**src/rtl/conv_seq_ctrl.sv**
```systemverilog
// Sequencer for a KxK, stride-1, no-padding 2D convolution: walks every output pixel,
// issues image/coefficient reads and aligned MAC strobes, then hands each result off.
module conv_seq_ctrl #(
    parameter int unsigned IMG_W   = 8,
    parameter int unsigned IMG_H   = 8,
    parameter int unsigned K       = 3,
    parameter int unsigned ADDR_W  = 6,
    parameter int unsigned CADDR_W = 4,
    parameter int unsigned OADDR_W = 6
) (
    input  logic               clk,
    input  logic               rst,
    input  logic               start,
    output logic               busy,
    output logic               done,
    output logic               rd_en,
    output logic [ADDR_W-1:0]  img_addr,
    output logic [CADDR_W-1:0] coef_addr,
    output logic               mac_en,
    output logic               mac_first,
    output logic               mac_last,
    output logic               out_valid,
    input  logic               out_ready,
    output logic [OADDR_W-1:0] out_addr
);

    localparam int unsigned OW = IMG_W - K + 1;
    localparam int unsigned OH = IMG_H - K + 1;
    localparam int unsigned KW = (K > 1) ? $clog2(K) : 1;
    localparam int unsigned XW = (OW > 1) ? $clog2(OW) : 1;
    localparam int unsigned YW = (OH > 1) ? $clog2(OH) : 1;

    localparam logic [2:0] StIdle  = 3'd0;
    localparam logic [2:0] StMac   = 3'd1;
    localparam logic [2:0] StDrain = 3'd2;
    localparam logic [2:0] StWrite = 3'd3;
    localparam logic [2:0] StDone  = 3'd4;

    logic [2:0]    state_q, state_d;
    logic [KW-1:0] kx_q, kx_d, ky_q, ky_d;
    logic [XW-1:0] ox_q, ox_d;
    logic [YW-1:0] oy_q, oy_d;
    logic          mac_en_q, mac_first_q, mac_last_q;

    logic kx_last, ky_last, ox_last, oy_last;
    logic tap_first, tap_last;

    assign kx_last   = (kx_q == KW'(K - 1));
    assign ky_last   = (ky_q == KW'(K - 1));
    assign ox_last   = (ox_q == XW'(OW - 1));
    assign oy_last   = (oy_q == YW'(OH - 1));
    assign tap_first = (kx_q == '0) && (ky_q == '0);
    assign tap_last  = kx_last && ky_last;

    always_comb begin
        state_d = state_q;
        kx_d    = kx_q;
        ky_d    = ky_q;
        ox_d    = ox_q;
        oy_d    = oy_q;
        case (state_q)
            StIdle: begin
                if (start) begin
                    state_d = StMac;
                end
            end
            StMac: begin
                if (kx_last) begin
                    kx_d = '0;
                    if (ky_last) begin
                        ky_d    = '0;
                        state_d = StDrain;
                    end else begin
                        ky_d = ky_q + 1'b1;
                    end
                end else begin
                    kx_d = kx_q + 1'b1;
                end
            end
            StDrain: state_d = StWrite;
            StWrite: begin
                if (out_ready) begin
                    kx_d = '0;
                    ky_d = '0;
                    if (ox_last) begin
                        ox_d = '0;
                        if (oy_last) begin
                            oy_d    = '0;
                            state_d = StDone;
                        end else begin
                            oy_d    = oy_q + 1'b1;
                            state_d = StMac;
                        end
                    end else begin
                        ox_d    = ox_q + 1'b1;
                        state_d = StMac;
                    end
                end
            end
            StDone: begin
                kx_d    = '0;
                ky_d    = '0;
                ox_d    = '0;
                oy_d    = '0;
                state_d = StIdle;
            end
            default: state_d = StIdle;
        endcase
    end

    always_ff @(posedge clk or posedge rst) begin
        if (rst) begin
            state_q     <= StIdle;
            kx_q        <= '0;
            ky_q        <= '0;
            ox_q        <= '0;
            oy_q        <= '0;
            mac_en_q    <= 1'b0;
            mac_first_q <= 1'b0;
            mac_last_q  <= 1'b0;
        end else begin
            state_q     <= state_d;
            kx_q        <= kx_d;
            ky_q        <= ky_d;
            ox_q        <= ox_d;
            oy_q        <= oy_d;
            // One-cycle delay matches the read latency of the image/coef memories.
            mac_en_q    <= rd_en;
            mac_first_q <= rd_en && tap_first;
            mac_last_q  <= rd_en && tap_last;
        end
    end

    logic [ADDR_W-1:0] row, col;

    always_comb begin
        row       = ADDR_W'(oy_q) + ADDR_W'(ky_q);
        col       = ADDR_W'(ox_q) + ADDR_W'(kx_q);
        img_addr  = row * ADDR_W'(IMG_W) + col;
        coef_addr = CADDR_W'(ky_q) * CADDR_W'(K) + CADDR_W'(kx_q);
        out_addr  = OADDR_W'(oy_q) * OADDR_W'(OW) + OADDR_W'(ox_q);
    end

    assign rd_en     = (state_q == StMac);
    assign busy      = (state_q == StMac) || (state_q == StDrain) || (state_q == StWrite);
    assign done      = (state_q == StDone);
    assign out_valid = (state_q == StWrite);
    assign mac_en    = mac_en_q;
    assign mac_first = mac_first_q;
    assign mac_last  = mac_last_q;

endmodule

```
**config.mk**
```make
export PLATFORM = sky130hd
export DESIGN_NAME = conv_seq_ctrl
export DESIGN_NICKNAME = d
export VERILOG_FILES = /design/src/rtl/conv_seq_ctrl.sv
export SDC_FILE = /design/constraint.sdc
export NUM_CORES = 1
export LEC_CHECK = 0
export ABC_CLOCK_PERIOD_IN_PS = 6250
export CORE_UTILIZATION = 50
export CTS_BUF_LIST = sky130_fd_sc_hd__clkbuf_2 sky130_fd_sc_hd__clkbuf_4 sky130_fd_sc_hd__clkbuf_8
export CTS_CLUSTER_DIAMETER = 30
export DETAILED_ROUTE_END_ITERATION = 6
export PLACE_DENSITY = 0.78
export SYNTH_ARGS = -nofsm -noshare
export SYNTH_HDL_FRONTEND = slang
export SYNTH_SLANG_ARGS = --single-unit
```
**constraint.sdc**
```tcl
create_clock -name clk -period 6.25 [get_ports clk]
set_input_delay 1.25 -clock clk [delete_from_list [all_inputs] [get_ports clk]]
set_output_delay 1.25 -clock clk [all_outputs]
set_load 0.01 [all_outputs]
```
==> impl_metrics.csv <==
group,metric,value,unit
clock_network,postCtsSetupBuffers,0,
synth,yosysSeqAreaShare,0.320,
sta,post-route-worst-setup-slack,2.49,ns
die,fp.dieH,52.1,µm
layout,drive_above_1_share,0.0816,
power_and_ir_drop,combPwrFrac,0.577,
synth,netlist_instances,122,
layout,final_cell_area,1550,µm²
sta,holdWs,0.533,ns
worst_setup_path,crit_type,"register to output pin",
clock_network,clock_latency,0.29,ns
synth,syn_avg_cell_area,10.3,µm²
power_and_ir_drop,p_clk_frac,0.117,
sta,setup_viol,0,
drt,vias_per_cell,5.43,
sta,grt_setup_unrepaired,"no",
synth,synth-seq-cells,16,
clock_network,clk_pin_slew_worst_paths,0.10,ns
die,die_w,52.1,µm
drt,drc_errors,0,
worst_setup_path,r2r_setup_slack,4.60,ns
sta,hold_viol_final,0,
worst_setup_path,crit_top_cell,"fa_1",
worst_setup_path,worst-path-buf-inv,1,
sta,tns,0,ns
global_route,antenna_found_initial,0,
worst_hold_path,whs_endpoint,"state_q[0]",
synth,synth.distinct_cells,35,
placement,dpl-instance-area,1510,µm²
worst_setup_path,rr_endpoint,"ky_q[0]",
drt,routedWlPerCell,13.6,µm
global_route,grt_max_degree,17,
die,coreArea,2280,µm²
drt,drt_iter0_drc,7,
power_and_ir_drop,p_per_area,400,nW/µm²
layout,area_delta_synth_final,23.6,%
synth,synth_edf_count,0,
worst_setup_path,crit_family,"adder cells",
layout,layout.nets,172,
clock_network,max-clock-path-buffers,2,
synth,ys_warn_count,0,
power_and_ir_drop,p_switching,246,µW
clock_network,postCtsHoldBufs,0,
worst_setup_path,cp.arrival,2.51,ns
synth,async_flop_share,1.00,
clock_network,cts_sinks,16,
synth,ys.flop_type,"dfrtp_1",
drt,num_vias,950,
power_and_ir_drop,leakagePower,0.733,nW
worst_hold_path,hp-class,"register to register",
clock_network,cts_max_level,1,
placement,gp_congestion,0.774,
clock_network,cts_made_buffers,3,
layout,fillerInstances,173,
layout,seqCellArea,400,µm²
worst_setup_path,critical_path.endpoint_type,"output pin",
synth,synth.cell_area,1250,µm²
layout,multiInputGateArea,782,µm²
synth,synth_nets,146,
die,rows,17,
placement,port-buffer-count,26,
worst_setup_path,crit_path_start_kind,"register",
worst_setup_path,crit_chain,"fa_1, ha_1, fa_1, clkdlybuf4s50_1",
clock_network,cts_root_buf,"clkbuf_4",
power_and_ir_drop,swShare,0.397,
global_route,overflow,0,
clock_network,cts_resized,0,
worst_setup_path,path_max_fanout,6,
power_and_ir_drop,seq_power_share,0.306,
worst_setup_path,cpPeakStageDelay,0.53,ns
worst_setup_path,worstPathRequired,5.00,ns
global_route,grt_pass1_wl,3990,µm
run,max_cap_viol_count,0,
global_route,grt_pass1_vias,895,
worst_hold_path,hold_path_depth,1,
outcome,status,"finished clean",
layout,final_cells,175,
worst_setup_path,rr_startpoint,"state_q[1]",
sta,clock-skew-final,0.00171,ns
drt,finalWirelength,2380,µm
die,initial_core_util,0.550,
power_and_ir_drop,peakVddDrop,0.403,mV
placement,placed_cells,171,
drt,drt_pass1_iterations,3,
sta,worst_pin_slew,0.614,ns
sta,finalMaxSlewViolations,0,
sta,finalCritPeriodShare,0.602,
power_and_ir_drop,power,619,µW
worst_hold_path,min_from,"state_q[2]",
placement,dp_slack,2.80,ns
sta,fmax,0.266,GHz
sta,finalCriticalPeriod,3.76,ns
worst_setup_path,worst-r2r-cell-count,4,
placement,hpwl,1780,µm
sta,maxSlewHeadroom,0.591,
global_route,grtUsageTotal,0.201,
die,dieArea,2710,µm²
power_and_ir_drop,internal_power,373,µW
die,top_level_ports,27,
worst_setup_path,crit_slowest_cell,"clkdlybuf4s50_1",
drt,postRouteAntennaNets,0,
clock_network,cts_tree,"done",
layout,final_util,0.680,
layout,diodes,0,
-- worst max path at each step --
stage / start / slack (ns) / endpoint / cells past startpoint
2_1_floorplan: kx_q[1] / 3.35 / coef_addr[2] / 3
3_3_place_gp: oy_q[1] / 2.85 / out_addr[5] / 7
3_5_place_dp: kx_q[1] / 2.80 / coef_addr[2] / 4
4_1_cts: kx_q[1] / 2.47 / coef_addr[2] / 4
5_1_grt: oy_q[1] / 2.35 / out_addr[5] / 7
6_report: kx_q[1] / 2.49 / coef_addr[2] / 4
-- area by class of cell --
type	instances	share of cell area
Clock buffer	4	0.0234
Inverter	9	0.0218
Multi-Input combinational cell	92	0.505
Sequential cell	16	0.259
Tap cell	28	0.0226
Timing Repair Buffer	26	0.168
-- routing by layer --
| metal | part of all wire | GRT usage | vias to the layer above |
|---|---|---|---|
| met1 | 0.46 | 0.254 | 459 |
| met5 | 0 | 0 | - |
| met3 | 0.025 | 0.0175 | 5 |
| met4 | 0.014 | 0.0676 | 0 |
| met2 | 0.50 | 0.357 | 18 |
| li1 | - | - | 468 |
-- registers in the layout (all words and copies together), names as in the netlist --
name and cells:
ky_q 2, kx_q 2, ox_q 3, mac_en 1
oy_q 3, mac_last 1, state_q 3, mac_first 1
-- power groups by stage --
stage                     sequential (mW)  clock (mW)  combinational, mW
final                               0.189      0.0725              0.357
after global routing                0.197      0.0767              0.396
after CTS                           0.189      0.0732              0.363
after detailed placement            0.191           0              0.360
after global placement              0.188           0              0.350
after floorplan                     0.171           0              0.220
-- cell usage after synthesis (all sizes together) (3+ instances only) --
| library cell | count | area [µm²] |
|---|---|---|
| ha | 14 | 175 |
| xnor2 | 4 | 35.0 |
| mux2i | 4 | 40.0 |
| inv | 9 | 33.8 |
| o21ai | 6 | 30.0 |
| nand2 | 7 | 26.3 |
| dfrtp | 16 | 400 |
| nor2 | 11 | 48.8 |
| a21oi | 9 | 48.8 |
| nor3b | 3 | 38.8 |
| nand3 | 4 | 20.0 |
| buf | 5 | 36.3 |
| fa | 6 | 120 |
| xor2 | 6 | 52.6 |
-- cell usage in the layout, fill, tap and decap left out --
cell             Yosys  final
nand4_1              2      2
nand3_1              4      4
xor2_1               6      6
nor3b_1              1      1
o21ai_1              2      2
nor3b_4              1      1
nand2b_2             1      1
fa_1                 6      6
xnor2_1              4      4
nor2_4               1      1
nand3b_1             1      1
o21ai_0              4      4
nand2_1              7      7
nor2_1              10     10
and3_1               1      1
nor2b_1              1      1
a32oi_1              1      1
a21o_1               2      2
clkdlybuf4s50_1      0     26
mux2i_1              4      4
dfrtp_1             16     16
and2b_1              1      1
inv_1                9      9
nand4b_4             1      1
o22ai_1              2      2
a21oi_2              1      1
nand4b_1             1      1
clkbuf_4             0      3
and3_2               1      1
ha_1                14     14
clkbuf_8             0      1
nor3b_2              1      1
or3_4                1      1
nor3_1               2      2
a21oi_1              8      8
-- cells by family after synthesis --
family	count (synthesis)	share of synthesized area
AND/OR/NAND/NOR	38	0.195
AO/OA/AOI/OAI	20	0.0919
XOR/XNOR	10	0.0699
buffers and inverters	14	0.0559
multiplexers	4	0.0320
adder cells (fa/ha/maj)	20	0.236
flip-flops	16	0.320
Power figures use the tool's default switching activity.
==> RTL change 1, RTL diff (same flow settings) <==
Make the reset (`rst`) synchronous in one clocked block.
--- a/src/rtl/conv_seq_ctrl.sv
+++ b/src/rtl/conv_seq_ctrl.sv
@@ -109,5 +109,5 @@
     end
 
-    always_ff @(posedge clk or posedge rst) begin
+    always_ff @(posedge clk) begin
         if (rst) begin
             state_q     <= StIdle;
Check against the original RTL: differs if rst is asserted again (counterexample within 4 cycles, from zero or initial values and one cycle with rst high); with rst held inactive, the same outputs for 10 cycles.
==> RTL change 1 against the unedited design <==
- design area about the same
- sequential share of layout area fell by 5.2 points
- cell count increased by 5.1%
- die area rose by 0.67%
- wire length rose by 5.4%
- sequential cell count unchanged
- global-route usage increased by 0.94 points
- worst setup slack gained 1.4 ps
- synthesized area rose by 0.70%
- clock skew about the same
Power is not compared: it rests on default switching activity, and its combinational part moved more than twofold at a synthesized area within 25%.
==> RTL change 1: results (changes against the unedited design) <==
outcome: "finished, final reports clean"
worst_clock_skew_ps: 1.39  # -0.323 ps
synthArstFlopShare: 0  # -1.00
wl_per_cell_um: 13.7  # +0.26%
r2r_start: "state_q[2]"
rrSetupSlack_ps: 4620  # +20 ps
grt_max_degree: 14  # -3
dp_hpwl_mm: 1.90  # +6.6%
grtUsageTotal: 0.211  # +0.00935
vias: 1067  # +12%
route.met3.wl_um: 140  # +130%
first_pass_iters: 4  # +1
met1_usage: 0.238  # -0.0163
grt_pass1_vias: 965  # +7.8%
startpoint: "kx_q[1]"
crit_fanout: 8  # +2
reg2reg_to: "kx_q[1]"
drive_gt1_frac: 0.0449  # -0.0368
use_met2: 0.378  # +0.0214
yosys-top-cells-area: "dfxtp_1 25%, ha_1 14%, fa_1 9.5%"
r2r_cells: 3  # -1
route.met2.wl_mm: 1.28  # +6.7%
nFillCells: 204  # +18%
nNetsFinal: 181  # +5.2%
synth_nets: 158  # +8.2%
hold_slack_ps: 580  # +47.1 ps
yosys-top-cells-count: "16 x dfxtp_1, 14 x ha_1, 10 x inv_1, 8 x nand2_1, 8 x nand3_1"
met1Wirelength_mm: 1.07  # -2.7%
## RTL change 1: cell count changes after synthesis, sizes merged, moves of 3 or more
| cell | change |
|---|---|
| dfxtp | +16 |
| clkbuf | +4 |
| nand3 | +4 |
| nor2 | -7 |
| dfrtp | -16 |
| nand2b | +3 |
| a31oi | +3 |
| o21ai | -3 |
| o311ai | +3 |
| a21oi | -3 |
## RTL change 1: critical path: stages, from the launching register on
cell and delay, ps:
dfxtp_1 530, fa_1 460, ha_1 220, fa_1 480, clkdlybuf4s50_1 530
## RTL change 1: stage by stage
stage / area (um^2) / worst slack (ps) / power [W] / util / std cells
after floorplan: 1260 / 3360 / 0.000126 / - / 134
after global placement: 1510 / 2850 / 0.000137 / 0.657 / 180
after detailed placement: 1510 / 2810 / 0.000138 / 0.657 / 180
after CTS: 1550 / 2470 / 0.000208 / 0.673 / 184
after global routing: 1550 / 2310 / 0.000217 / 0.673 / 184
final: 1550 / 2490 / 0.000207 / 0.673 / 184
## RTL change 1: kinds of logic after synthesis
group,Yosys count,share of synthesized area
and+or+nand+nor,45,0.236
AOI/OAI and AO/OA,24,0.131
adders and majority gates,20,0.234
buffers and inverters,18,0.0665
DFF,16,0.254
xor gates and xnor gates,9,0.0625
muxes,2,0.0159
## RTL change 1: layout make-up
type | instances | area share
clock buffer | 4 | 0.0235
timing repair buffer | 26 | 0.168
sequential | 16 | 0.207
tap | 28 | 0.0227
multi-input combinational | 100 | 0.554
inverter | 10 | 0.0243
## RTL change 1: how the worst min path moves through the flow
stage,cells after the start,end,start
final,1,kx_q[0],kx_q[0]
after CTS,1,kx_q[0],kx_q[0]
after floorplan,1,mac_en,state_q[0]
after global placement,2,kx_q[1],kx_q[0]
after global routing,1,kx_q[0],kx_q[0]
after detailed placement,1,kx_q[0],kx_q[0]
==> RTL change 2, RTL diff (config.mk and constraints unchanged) <==
Made on the original files. Set the parameter `ADDR_W` to 5 (it was 6).
--- a/src/rtl/conv_seq_ctrl.sv
+++ b/src/rtl/conv_seq_ctrl.sv
@@ -5,5 +5,5 @@
     parameter int unsigned IMG_H   = 8,
     parameter int unsigned K       = 3,
-    parameter int unsigned ADDR_W  = 6,
+    parameter int unsigned ADDR_W  = 5,
     parameter int unsigned CADDR_W = 4,
     parameter int unsigned OADDR_W = 6
Interface: changed (resized img_addr); port bits go from 27 to 26. The function was not compared with the original's and may differ.
==> RTL change 2 against the unedited design <==
- power fell by 9.0%
- largest power group unchanged
- sequential cell count did not move
- sequential power fell by 5%
- design area fell by 2.6%
- clock power fell by 27%
- largest cell class unchanged
- utilization fell by 1.1 points
- wire length fell by 3.9%
- highest routed layer unchanged
- non-clock buffer count fell by 1
- worst setup slack got worse by 97 ps
- synthesized area fell by 1.9%
==> RTL change 2: results (changes against the unedited design) <==
outcome: "finished, final reports clean"
nFillCells: 200  # +16%
finalWirelength_mm: 2.29  # -3.9%
synthMuxAreaShare: 0.00815  # -0.0238
drtIter0Drc: 9  # +2
clk_pin_slew_ps: 80  # -20 ps
route.met2.wl_mm: 1.14  # -4.3%
inverters: 15  # +6
synthAdderAreaFrac: 0.234  # -0.00155
grt_pass1_vias: 894  # -0.11%
grt_pass1_wl_mm: 3.94  # -1.2%
p_leak_nw: 0.674  # -8.0%
portBuffers: 25  # -3.8%
vdd_drop_max_mv: 0.277  # -31%
yosys-top-cells-area: "dfrtp_1 33%, ha_1 15%, fa_1 8.1%"
n_all_buffers: 25  # -3.8%
r2r_cells: 4  # unchanged
synth_xor_area_frac: 0.0713  # +0.00135
startpoint: "ky_q[1]"
met1Wirelength_mm: 1.02  # -6.5%
crit_fanout: 5  # -1
synth_edf_count: 0  # unchanged
buffer_area_frac: 0.166  # -0.00217
clkCellAreaFrac: 0.0149  # -0.00851
route.met3.wl_um: 108  # +80%
syn_avg_cell_area_um2: 9.67  # -5.8%
cts_resized: 0  # unchanged
grtUsageTotal: 0.202  # +0.000376
multi_input_area_share: 0.493  # -0.0123
use_met2: 0.348  # -0.00835
dp_hpwl_mm: 1.82  # +2.1%
cp_data_arrival_time_ps: 2610  # +100 ps
synth_compound_area_frac: 0.104  # +0.0120
met1_usage: 0.247  # -0.00699
gp_congestion: 0.830  # +7.3%
worst_clock_skew_ps: 3.77  # +2.06 ps
wl_per_cell_um: 12.8  # -6.1%
via_per_inst: 5.35  # -1.5%
rrSetupSlack_ps: 4580  # -20 ps
drive_gt1_frac: 0.0530  # -0.0287
synthDistinctLibCells: 30  # -14%
tightest_slew_ps: 613  # -0.148 ps
first_pass_iters: 5  # +2
top_usage_layer: "met2"
seq_area_frac_synth: 0.326  # +0.00619
yosys-top-cells-count: "16 x dfrtp_1, 15 x ha_1, 15 x inv_1, 13 x a21oi_1, 11 x nor2_1"
synth_nets: 151  # +3.4%
[RTL change 2: changes by cell type in the layout (fill, tap and decap cells not counted), moves of 2 or more]
cell	delta
a21o_1	-2
a21oi_1	+5
inv_1	+6
mux2i_1	-3
nand2b_1	+2
[RTL change 2: power by group]
part	internal (W)	leakage (nW)	total (W)	switching, W
Clock	0.0000224	0.0138	0.0000529	0.0000305
Sequential	0.000131	0.204	0.000179	0.0000476
Combinational	0.000183	0.456	0.000332	0.000148
[RTL change 2: per-stage QoR]
step                      cell area, um^2  hold WS (ps)  total power, W  setup WS (ps)
after floorplan                      1230           502        0.000366           3240
after detailed placement             1490           554        0.000519           2680
after global placement               1490           546        0.000509           2730
final                                1510           567        0.000564           2390
after global routing                 1510           607        0.000618           2280
after CTS                            1510           576        0.000573           2370
[RTL change 2: worst reg2reg max path, delay by kind of cell (launching register included)]
family	cells	cell delay [ps]
compound gates	3	420
flops	1	560
simple gates	1	560
